$ cat config.mk
export PLATFORM = sky130hd
export DESIGN_NAME = preq_pgnt_responder_flat
export DESIGN_NICKNAME = d
export VERILOG_FILES = /design/src/rtl/preq_pgnt_responder_pkg.sv /design/src/rtl/preq_pgnt_responder_if.sv /design/src/rtl/preq_pgnt_responder_rr_arbiter.sv /design/src/rtl/preq_pgnt_responder.sv /design/src/flat_wrapper.sv
export SDC_FILE = /design/constraint.sdc
export NUM_CORES = 1
export LEC_CHECK = 0
export CAP_MARGIN = 5
export CORE_MARGIN = 2
export CORE_UTILIZATION = 35
export CTS_CLUSTER_SIZE = 40
export DETAILED_ROUTE_END_ITERATION = 16
export PLACE_DENSITY = 0.58
export SYNTH_ARGS = -nofsm -noshare
export SYNTH_HDL_FRONTEND = slang
export SYNTH_SLANG_ARGS = --single-unit
$ cat constraint.sdc
create_clock -name pclk -period 11.7 [get_ports pclk]
set_clock_uncertainty 0.15 [all_clocks]
set_input_delay 2.34 -clock pclk [delete_from_list [all_inputs] [get_ports pclk]]
set_output_delay 2.34 -clock pclk [all_outputs]
set_load 0.01 [all_outputs]
$ cat src/rtl/preq_pgnt_responder_pkg.sv
// Shared types and limits for the preq/pgnt grant responder.
package preq_pgnt_pkg;

    localparam int MAX_NREQ = 16;
    localparam int MAX_LAT  = 8;

    // Requester index, wide enough for MAX_NREQ requesters
    typedef logic [3:0] idx_t;

    // One slot of the accept-to-grant delay line
    typedef struct packed {
        logic valid;
        idx_t idx;
    } dly_ent_t;

endpackage

$ cat src/rtl/preq_pgnt_responder_if.sv
// Request/grant bundle between requesters (master) and the responder (slave).
interface preq_pgnt_responder_if #(
    parameter int NREQ = 4,
    parameter int CNTW = 8
);
    logic [NREQ-1:0] preq;
    logic [NREQ-1:0] pacc;
    logic [NREQ-1:0] pgnt;
    logic            busy;
    logic [CNTW-1:0] gnt_cnt;

    modport master (output preq, input pacc, input pgnt, input busy, input gnt_cnt);
    modport slave  (input preq, output pacc, output pgnt, output busy, output gnt_cnt);
endinterface

$ cat src/rtl/preq_pgnt_responder_rr_arbiter.sv
// Combinational round-robin pick: first eligible requester at or after ptr_i,
// wrapping from NREQ-1 back to 0.
module rr_arbiter
    import preq_pgnt_pkg::*;
#(
    parameter int NREQ = 4
) (
    input  logic [NREQ-1:0] elig_i,
    input  idx_t            ptr_i,
    output logic [NREQ-1:0] win_oh_o,
    output idx_t            win_idx_o,
    output logic            win_vld_o
);

    logic [MAX_NREQ-1:0] elig_x;
    logic [4:0]          pos;

    // Scan from farthest to nearest offset so the nearest eligible requester wins
    always_comb begin
        elig_x            = '0;
        elig_x[NREQ-1:0]  = elig_i;
        pos               = '0;
        win_idx_o         = '0;
        win_vld_o         = 1'b0;
        for (int k = NREQ - 1; k >= 0; k--) begin
            pos = {1'b0, ptr_i} + 5'(k);
            if (pos >= 5'(NREQ)) pos = pos - 5'(NREQ);
            if (elig_x[pos[3:0]]) begin
                win_idx_o = pos[3:0];
                win_vld_o = 1'b1;
            end
        end
    end

    // One-hot form of the chosen index
    always_comb begin
        win_oh_o = '0;
        for (int i = 0; i < NREQ; i++)
            win_oh_o[i] = win_vld_o && (win_idx_o == idx_t'(i));
    end

endmodule

$ cat src/rtl/preq_pgnt_responder.sv
// Grant-side responder: round-robin accepts one request per cycle and returns
// a one-cycle pgnt pulse exactly LAT cycles later. A requester stays masked
// from its accept edge through its grant cycle.
// Optional macro REQ_GNT_SVA_EN compiles embedded protocol assertions/covers.
module preq_pgnt_responder
    import preq_pgnt_pkg::*;
#(
    parameter int NREQ = 4,
    parameter int LAT  = 2,
    parameter int CNTW = 8
) (
    input  logic                  pclk,
    input  logic                  presetn,
    preq_pgnt_responder_if.slave  bus
);

    logic [NREQ-1:0] req_ok, elig, acc_oh;
    logic [NREQ-1:0] inflight_q, inflight_d;
    logic [NREQ-1:0] pgnt_q, pgnt_d;
    idx_t            rr_ptr_q, rr_ptr_d, acc_idx;
    logic            acc_vld;
    logic [CNTW-1:0] cnt_q, cnt_d;
    dly_ent_t        acc_ent;

    function automatic logic [NREQ-1:0] ent_oh(input dly_ent_t e);
        logic [NREQ-1:0] oh;
        for (int i = 0; i < NREQ; i++)
            oh[i] = e.valid && (e.idx == idx_t'(i));
        return oh;
    endfunction

    // X or Z on a request line counts as "not requesting"
    always_comb begin
        req_ok = '0;
        for (int i = 0; i < NREQ; i++)
            req_ok[i] = (bus.preq[i] === 1'b1);
    end

    assign elig = req_ok & ~inflight_q;

    rr_arbiter #(.NREQ(NREQ)) u_arb (
        .elig_i    (elig),
        .ptr_i     (rr_ptr_q),
        .win_oh_o  (acc_oh),
        .win_idx_o (acc_idx),
        .win_vld_o (acc_vld)
    );

    assign acc_ent = '{valid: acc_vld, idx: acc_idx};

    // Delay line: LAT-1 index stages feeding the registered pgnt stage
    if (LAT == 1) begin : g_lat1
        always_comb pgnt_d = acc_oh;
    end else begin : g_dly
        dly_ent_t dly_q [LAT-1];

        // Shift accepted indices toward the grant stage
        always_ff @(posedge pclk or negedge presetn) begin
            if (!presetn) begin
                for (int k = 0; k < LAT - 1; k++) dly_q[k] <= '0;
            end else begin
                dly_q[0] <= acc_ent;
                for (int k = 1; k < LAT - 1; k++) dly_q[k] <= dly_q[k-1];
            end
        end

        always_comb pgnt_d = ent_oh(dly_q[LAT-2]);
    end

    // Next state: grant clears its in-flight bit in the same edge an accept sets one
    always_comb begin
        inflight_d = (inflight_q & ~pgnt_q) | acc_oh;
        rr_ptr_d   = rr_ptr_q;
        if (acc_vld)
            rr_ptr_d = (acc_idx == idx_t'(NREQ - 1)) ? idx_t'(0) : acc_idx + idx_t'(1);
        cnt_d      = cnt_q + CNTW'(|pgnt_q);
    end

    // State registers; reset discards anything in flight
    always_ff @(posedge pclk or negedge presetn) begin
        if (!presetn) begin
            inflight_q <= '0;
            rr_ptr_q   <= '0;
            pgnt_q     <= '0;
            cnt_q      <= '0;
        end else begin
            inflight_q <= inflight_d;
            rr_ptr_q   <= rr_ptr_d;
            pgnt_q     <= pgnt_d;
            cnt_q      <= cnt_d;
        end
    end

    assign bus.pacc    = acc_oh;
    assign bus.pgnt    = pgnt_q;
    assign bus.busy    = |inflight_q;
    assign bus.gnt_cnt = cnt_q;

`ifdef REQ_GNT_SVA_EN
    for (genvar gi = 0; gi < NREQ; gi++) begin : g_sva
        a_lat: assert property (@(posedge pclk) disable iff (!presetn)
                                bus.pacc[gi] |-> ##LAT bus.pgnt[gi])
            else $error("%m: accept without grant LAT cycles later at %0t", $stime);
        c_lat: cover property (@(posedge pclk) disable iff (!presetn)
                               bus.pacc[gi] ##LAT bus.pgnt[gi]);
    end

    a_acc_1h: assert property (@(posedge pclk) disable iff (!presetn) $onehot0(bus.pacc))
        else $error("%m: pacc not one-hot at %0t", $stime);
    a_gnt_1h: assert property (@(posedge pclk) disable iff (!presetn) $onehot0(bus.pgnt))
        else $error("%m: pgnt not one-hot at %0t", $stime);
    a_req_known: assert property (@(posedge pclk) disable iff (!presetn) !$isunknown(bus.preq))
        else $error("%m: preq unknown at %0t", $stime);
`endif

endmodule
$ cat src/flat_wrapper.sv
// flat-port wrapper written by rule: the top's interface ports become plain ports
module preq_pgnt_responder_flat import preq_pgnt_pkg::*;
#(
    parameter int NREQ = 4,
    parameter int LAT  = 2,
    parameter int CNTW = 8
)
  (pclk, presetn, bus_preq, bus_pacc, bus_pgnt, bus_busy, bus_gnt_cnt);
  preq_pgnt_responder_if #(.NREQ(NREQ), .CNTW(CNTW)) bus_i ();
  input  logic pclk;
  input  logic presetn;
  input wire logic [$bits(bus_i.preq)-1:0] bus_preq;
  output wire logic [$bits(bus_i.pacc)-1:0] bus_pacc;
  output wire logic [$bits(bus_i.pgnt)-1:0] bus_pgnt;
  output wire logic [$bits(bus_i.busy)-1:0] bus_busy;
  output wire logic [$bits(bus_i.gnt_cnt)-1:0] bus_gnt_cnt;
  assign bus_i.preq = bus_preq;
  assign bus_pacc = bus_i.pacc;
  assign bus_pgnt = bus_i.pgnt;
  assign bus_busy = bus_i.busy;
  assign bus_gnt_cnt = bus_i.gnt_cnt;
  preq_pgnt_responder #(.NREQ(NREQ), .LAT(LAT), .CNTW(CNTW)) u_core (.pclk(pclk), .presetn(presetn), .bus(bus_i));
endmodule
# After elaboration in Yosys (flattened, before gate mapping)
# Index checks and enable logic that the tools add are counted.
# totals
reg_bits,25
latchBits,0
mem_bits_rw,0
mem_bits_ro,0
word_cells,71
n_memories,0
# classes
n_addsub,9
multipliers,0
div,0
n_lt_le_gt_ge,8
eq_ne,10
n_shift,0
n_mux,21
bitwise,5
n_reduce_logical,12
# ops
operator,count
$mux W4,9
$lt A4 B5 Y1 const B,4
$bmux W1 S4,4
$eq A4 B2 Y1 const B,4
$sub A4 B3 Y4 const B,4
$ge A5 B3 Y1 const B,3
$add A4 B2 Y5 const B,2
$add A8 B1 Y8,1
$and A4 B4 Y4,2
$eq A4 B1 Y1 const B,2
$logic_and A1 B1 Y1,8
$logic_not A4 Y1,2
$mux W1,8
$not A4 Y4,2
$reduce_or A4 Y1,2
$add A4 B1 Y5 const B,1
$add A4 B1 Y4 const B,1
$eqx A1 B1 Y1 const B,4
$ge A4 B3 Y1 const B,1
$or A4 B4 Y4,1

# Longest topological paths before layout
# Gate-level depths: netlist of the first run.
# depth
ltp_word,12
mapped_depth,14

# Modules after synthesis
# From an unflattened synthesis of the first run, not the netlist that was laid out.
# hier_totals
cells_unflattened,154
area_unflattened_um2,1596.5
# modules_own_cells
mod,n_inst,cells_per_inst,area_per_inst_um2
preq_pgnt_responder,1,74,963.4
rr_arbiter,1,80,633.1

# Least setup slack after synthesis of the first run
# No wires, ideal clock.
# synth_timing
kind,input-to-output
start,input bus_preq[0]
end,output bus_pacc[3]
t_arrival_ns,3.993
required_time_ns,9.210
slack_ns,5.217
path_stages,8
n_path_buf,0
path_cell_list,nor3b_1 > o211ai_1 > a221oi_2 > nor2_1 > a221oi_1 > o21ai_0 > ha_1 > and2_2
# synth_between
elab_chain_len,10
word_cells_on_any_way,20
classes_between,2 x eq/ne; 16 x mux; 1 x bitwise; 1 x reduce/logical
# synth_rtl
element,line_no,text
from (decl),flat_wrapper.sv:12,input wire logic [$bits(bus_i.preq)-1:0] bus_preq;
$eqx A1 B1 Y1 (*),preq_pgnt_responder.sv:36,req_ok[i] = (bus.preq[i] === 1'b1);
$and A4 B4 Y4 (*),preq_pgnt_responder.sv:39,assign elig = req_ok & ~inflight_q;
$bmux W1 S4,preq_pgnt_responder_rr_arbiter.sv:28,if (elig_x[pos[3:0]]) begin
$mux W1 (implied by the code),preq_pgnt_responder_rr_arbiter.sv:28,
$mux W4 (3 in series),preq_pgnt_responder_rr_arbiter.sv:28,
$mux W4 (*),preq_pgnt_responder_rr_arbiter.sv:28,
via u_core.acc_idx[1],preq_pgnt_responder.sv:20,"idx_t rr_ptr_q, rr_ptr_d, acc_idx;"
$eq A4 B2 Y1 (*),preq_pgnt_responder_rr_arbiter.sv:39,win_oh_o[i] = win_vld_o && (win_idx_o == idx_t'(i));
$logic_and A1 B1 Y1 (*),preq_pgnt_responder_rr_arbiter.sv:39,
to (decl),flat_wrapper.sv:13,output wire logic [$bits(bus_i.pacc)-1:0] bus_pacc;
# The timed path passes the listed nets; every way through them passes the cells marked *. The select of a mux whose other input is x is not followed.

# Worst setup path in the final report of the first run
# Ends and elaborated chain as after synthesis.

==> results by stage, run 1 <==
Setup path:
- The maximum fanout along the worst path is 5.
- The worst setup path is launched from an input pin.
- The critical path is of the input pin to output pin type.
- The kind of capture point of the worst setup path is an output pin.
- Tracing the worst setup path back leads to its startpoint at bus_preq[0].
- STA puts the critical path data arrival time at 5.29 ns.
- The reg2reg setup slack is 7.86 ns.
- The worst reg2reg path depth is 13.
- The endpoint identified for the worst register-to-register timing path is u_core.rr_ptr_q[1]$_DFFE_PN0P_.
- At the worst endpoint, the required time is 9.21 ns.
- The origin of the critical flop-to-flop path is u_core.rr_ptr_q[0]$_DFFE_PN0P_.

Global route:
- Entering global routing, the biggest net connects 26 pins.
- The via count of the first global-routing pass is 1220.
- The overall fraction of global-route tracks in use is 0.140.
- The first global-routing pass estimated 5690 microns of wire.
- The initial antenna violation count came to 0.
- Global routing finished with a remaining overflow of 0.

Timing:
- The number of endpoints with negative hold slack in the final report is 0.
- The max-slew violation total from the final report is 0.
- Setup repair after global routing left no endpoint under its margin.
- Measured against its own limit, the worst slew margin works out to 0.275.
- Derived from the worst setup path, the maximum achievable clock frequency is 128 MHz.
- At the pin with the least slew margin, the transition time is 1.08 ns.
- The final critical path time including I/O delays and setup is 7.78 ns.
- In the finished design, the share of the clock period the worst path needs comes to 0.665.
- The setup TNS is 0 ns.
- The final-report setup violation count is 0.

Synth:
- Among all flip-flop cells after synthesis, the most frequent one is dfrtp_1.
- In the post-synthesis netlist, the biggest area contributors are dfrtp_1 39%, ha_1 14%, xnor2_1 3.3%, inv_1 2.8%, nor3b_1 2.4%.
- The share of the synthesized area in compound gates (AO/OA/AOI/OAI) is 0.140.
- By area, the combinational part of the netlist is dominated by simple AND/OR/NAND/NOR gates.
- The number of enable flip-flop cells after synthesis is 0.
- The xor and xnor fraction of the mapped netlist area is 0.0652.
- The simple-gate share of the synthesized area is 0.197.
- The count of cell types in the netlist is 50.
- In the synthesized netlist the async set-or-reset flop fraction comes to 1.00.
- The post-synthesis mux area share is 0.0134.
- Synthesis handed over a netlist of 151 instances.
- The share of synthesized area occupied by flip-flops and latches is 0.393.
- dfrtp_1 takes more of the synthesized area than any other cell.
- The post-synthesis average cell area is 10.5 sq um.
- The synthesized design contains 25 register bits.
- The post-synthesis adder-cell area fraction is 0.141.
- The count of synthesis-stage warnings from yosys is 0.
- Of the post-synthesis cell area, the dominant cell type holds 0.393.
- The synthesized netlist occupies a cell area of 0.00159 sq mm.

Die:
- In this run the standard cell core region covers 0.00438 sq mm.
- The total die area is 0.00511 sq mm.
- The count of boundary I/O pins is 23.
- From left edge to right edge, the die measures 71.5 microns.
- The number of core rows is 24.
- For this configuration, the core starts out at a cell density of 0.363.
- The die span in y is 71.5 microns.

Placed design:
- The routability congestion estimate from global placement is 0.724.
- The number of I/O port buffers is 22.
- The cell area after placement is 0.00185 sq mm.
- The HPWL after detailed placement is 2570 microns.
- The number of cells in the design after placement is 223.

Finish:
- The final core utilization is 0.434.
- The count of non-filler cells in the finished layout is 227.
- In the layout the commonest cells are 25 x dfrtp_1, 22 x clkdlybuf4s50_1, 18 x ha_1.
- The final antenna diode count is 0.
- The number of nets in the finished design is 200.
- The library cell used most frequently in the layout, excluding fill and tap cells, is dfrtp_1.
- The area added between synthesis and finish is 19.3%.
- The layout cell share with drive strength beyond 1 is 0.126.
- The summed area of non-filler cells in the final layout is 0.00190 sq mm.

Clocking:
- The clock passes through at most 2 buffers.
- The clock tree from TritonCTS is built.
- The H-tree depth is 1.
- The hold buffer count at cts is 0.
- The clock transition at the registers of the reported paths is 0.09 ns.
- The master cell of the clock root buffer is clkbuf_8.
- At the later pin of the worst-skew pair, clock insertion delay measures 0.27 ns.
- Counting every sink on the clock net gives 25.
- The number of setup buffers added after CTS is 0.
- The post-cts resize count is 0.
- Buffers inserted during clock tree synthesis total 3.

Worst hold path:
- The worst hold path begins at u_core.bus.gnt_cnt[7]$_DFF_PN0_.
- The tightest min-delay check is of the flip-flop to flip-flop type.
- The number of cells traversed by the worst hold path is 1.
- The terminating pin of the worst hold path is u_core.bus.gnt_cnt[7]$_DFF_PN0_.

Power:
- Of the total power, the share spent switching nets is 0.411.
- The proportion of power drawn by flip-flops and latches is 0.324.
- For this design the static power due to leakage is 0.859 nW.
- The internal portion of total power is 0.244 mW.
- The clock group share of total power is 0.120.
- For this design the ratio of total power to cell area is 218 mW/mm^2.
- After layout, the design draws a total of 0.415 mW.
- The combinational power share is 0.556.
- The switching power is 0.171 mW.
- The maximum vdd drop is 0.127 mV.

Route:
- The total via count after detailed routing is 1160.
- For this run, design rule violations remaining after detail routing come to 0.
- After detailed routing, the average wire length per cell comes to 14.3 microns.
- The final wirelength is 3240 microns.
- The number of routed nets with antenna violations is 0.
- For this run, the detailed router's first-pass iteration total came to 4.
- In the routed layout, each cell is associated on average with a via count of 5.11.
- For this block, the initial DRC count from the detailed router was 36.

Outcome:
- The flow ran to the end, and the final reports show no timing, DRC or antenna violations.

Run:
- The number of max-capacitance violations reported is 0.
==> Yosys cell counts (2+ instances only) <==
cell,instances
nand4_1,2
xor2_1,4
nand2b_1,2
and3b_2,2
nor3_1,6
a21oi_1,4
o2bb2ai_1,4
inv_1,12
and2_4,2
nor2_1,7
buf_6,2
nand2_1,8
and2_2,2
ha_1,18
o21ai_0,4
nand3_1,2
and3_1,2
dfrtp_1,25
o21a_1,3
nor3b_1,5
xnor2_1,6
==> power groups by stage <==
stage / registers, mW / clock network (mW) / logic (mW)
floorplan: 0.131 / 0 / 0.165
global placement: 0.135 / 0 / 0.228
detailed placement: 0.137 / 0 / 0.231
CTS: 0.135 / 0.0510 / 0.234
global route: 0.138 / 0.0556 / 0.258
finish: 0.135 / 0.0498 / 0.231
==> worst max path at each step <==
stage | end | slack, ns
after floorplan | bus_pacc[3] | 5.22
after global placement | bus_pacc[3] | 4.07
after detailed placement | bus_pacc[3] | 3.96
after CTS | bus_pacc[3] | 3.93
after global routing | bus_pacc[3] | 3.73
final | bus_pacc[3] | 3.92
==> metrics by stage <==
stage / hold slack, ns / worst slack, ns
5_1_grt: 0.368 / 3.73
2_1_floorplan: 0.278 / 5.22
4_1_cts: 0.329 / 3.93
3_3_place_gp: 0.306 / 4.07
3_5_place_dp: 0.317 / 3.96
6_report: 0.327 / 3.92
==> sequential cells by signal (all words and copies together), names as in the netlist <==
signal              cells
u_core.g_dly.dly_q      5
u_core.bus.pgnt         4
u_core.inflight_q       4
u_core.rr_ptr_q         4
u_core.bus.gnt_cnt      8
==> cell families after synthesis <==
group                    count (synthesis)
AND/OR/NAND/NOR                         51
flip-flops                              25
multiplexers                             2
other                                    1
adder cells (fa/ha/maj)                 18
XOR/XNOR                                11
buffers and inverters                   16
AO/OA/AOI/OAI                           27
==> layer usage <==
| metal | share of wire | track usage | vias up | wire, microns |
|---|---|---|---|---|
| met2 | 0.50 | 0.236 | 18 | 1610 |
| li1 | - | - | 576 | - |
| met5 | 0 | 0 | - | 0 |
| met4 | 0.018 | 0.0566 | 0 | 57 |
| met1 | 0.46 | 0.182 | 561 | 1480 |
| met3 | 0.030 | 0.0197 | 5 | 96 |
==> cell type report <==
class                      instances  area (sq um)
inverter                          13          48.8
multi-input combinational        111           895
clock buffer                       3          41.3
clock inverter                     1          5.00
fill                             431          2480
timing repair buffer              22           220
tap                               52          65.1
sequential                        25           626
==> critical path, cell delays in order <==
cell,delay [ns]
clkdlybuf4s50_1,0.49
nor3b_1,0.29
o211ai_1,0.14
a221oi_2,0.40
nor2_1,0.07
a221oi_1,0.33
o21ai_0,0.26
ha_1,0.31
and2_2,0.18
clkdlybuf4s50_1,0.48
Note: power is estimated with default switching activity, not from simulation.
==> inputs of run 2 (changes only) <==
- clock period: 11.7 -> 7.2 ns (I/O delays scaled with it)
==> results of run 2 <==
The final DEF is identical to that of run 1. Status: complete, no violations.
Among the figures that moved: setup slack after placement 3.96 ns -> 1.26 ns; setup slack after layout 3.92 ns -> 1.22 ns; register-to-register setup slack 7.86 ns -> 3.36 ns; total power 0.415 mW -> 0.675 mW; worst IR drop on VDD 0.127 mV -> 0.206 mV
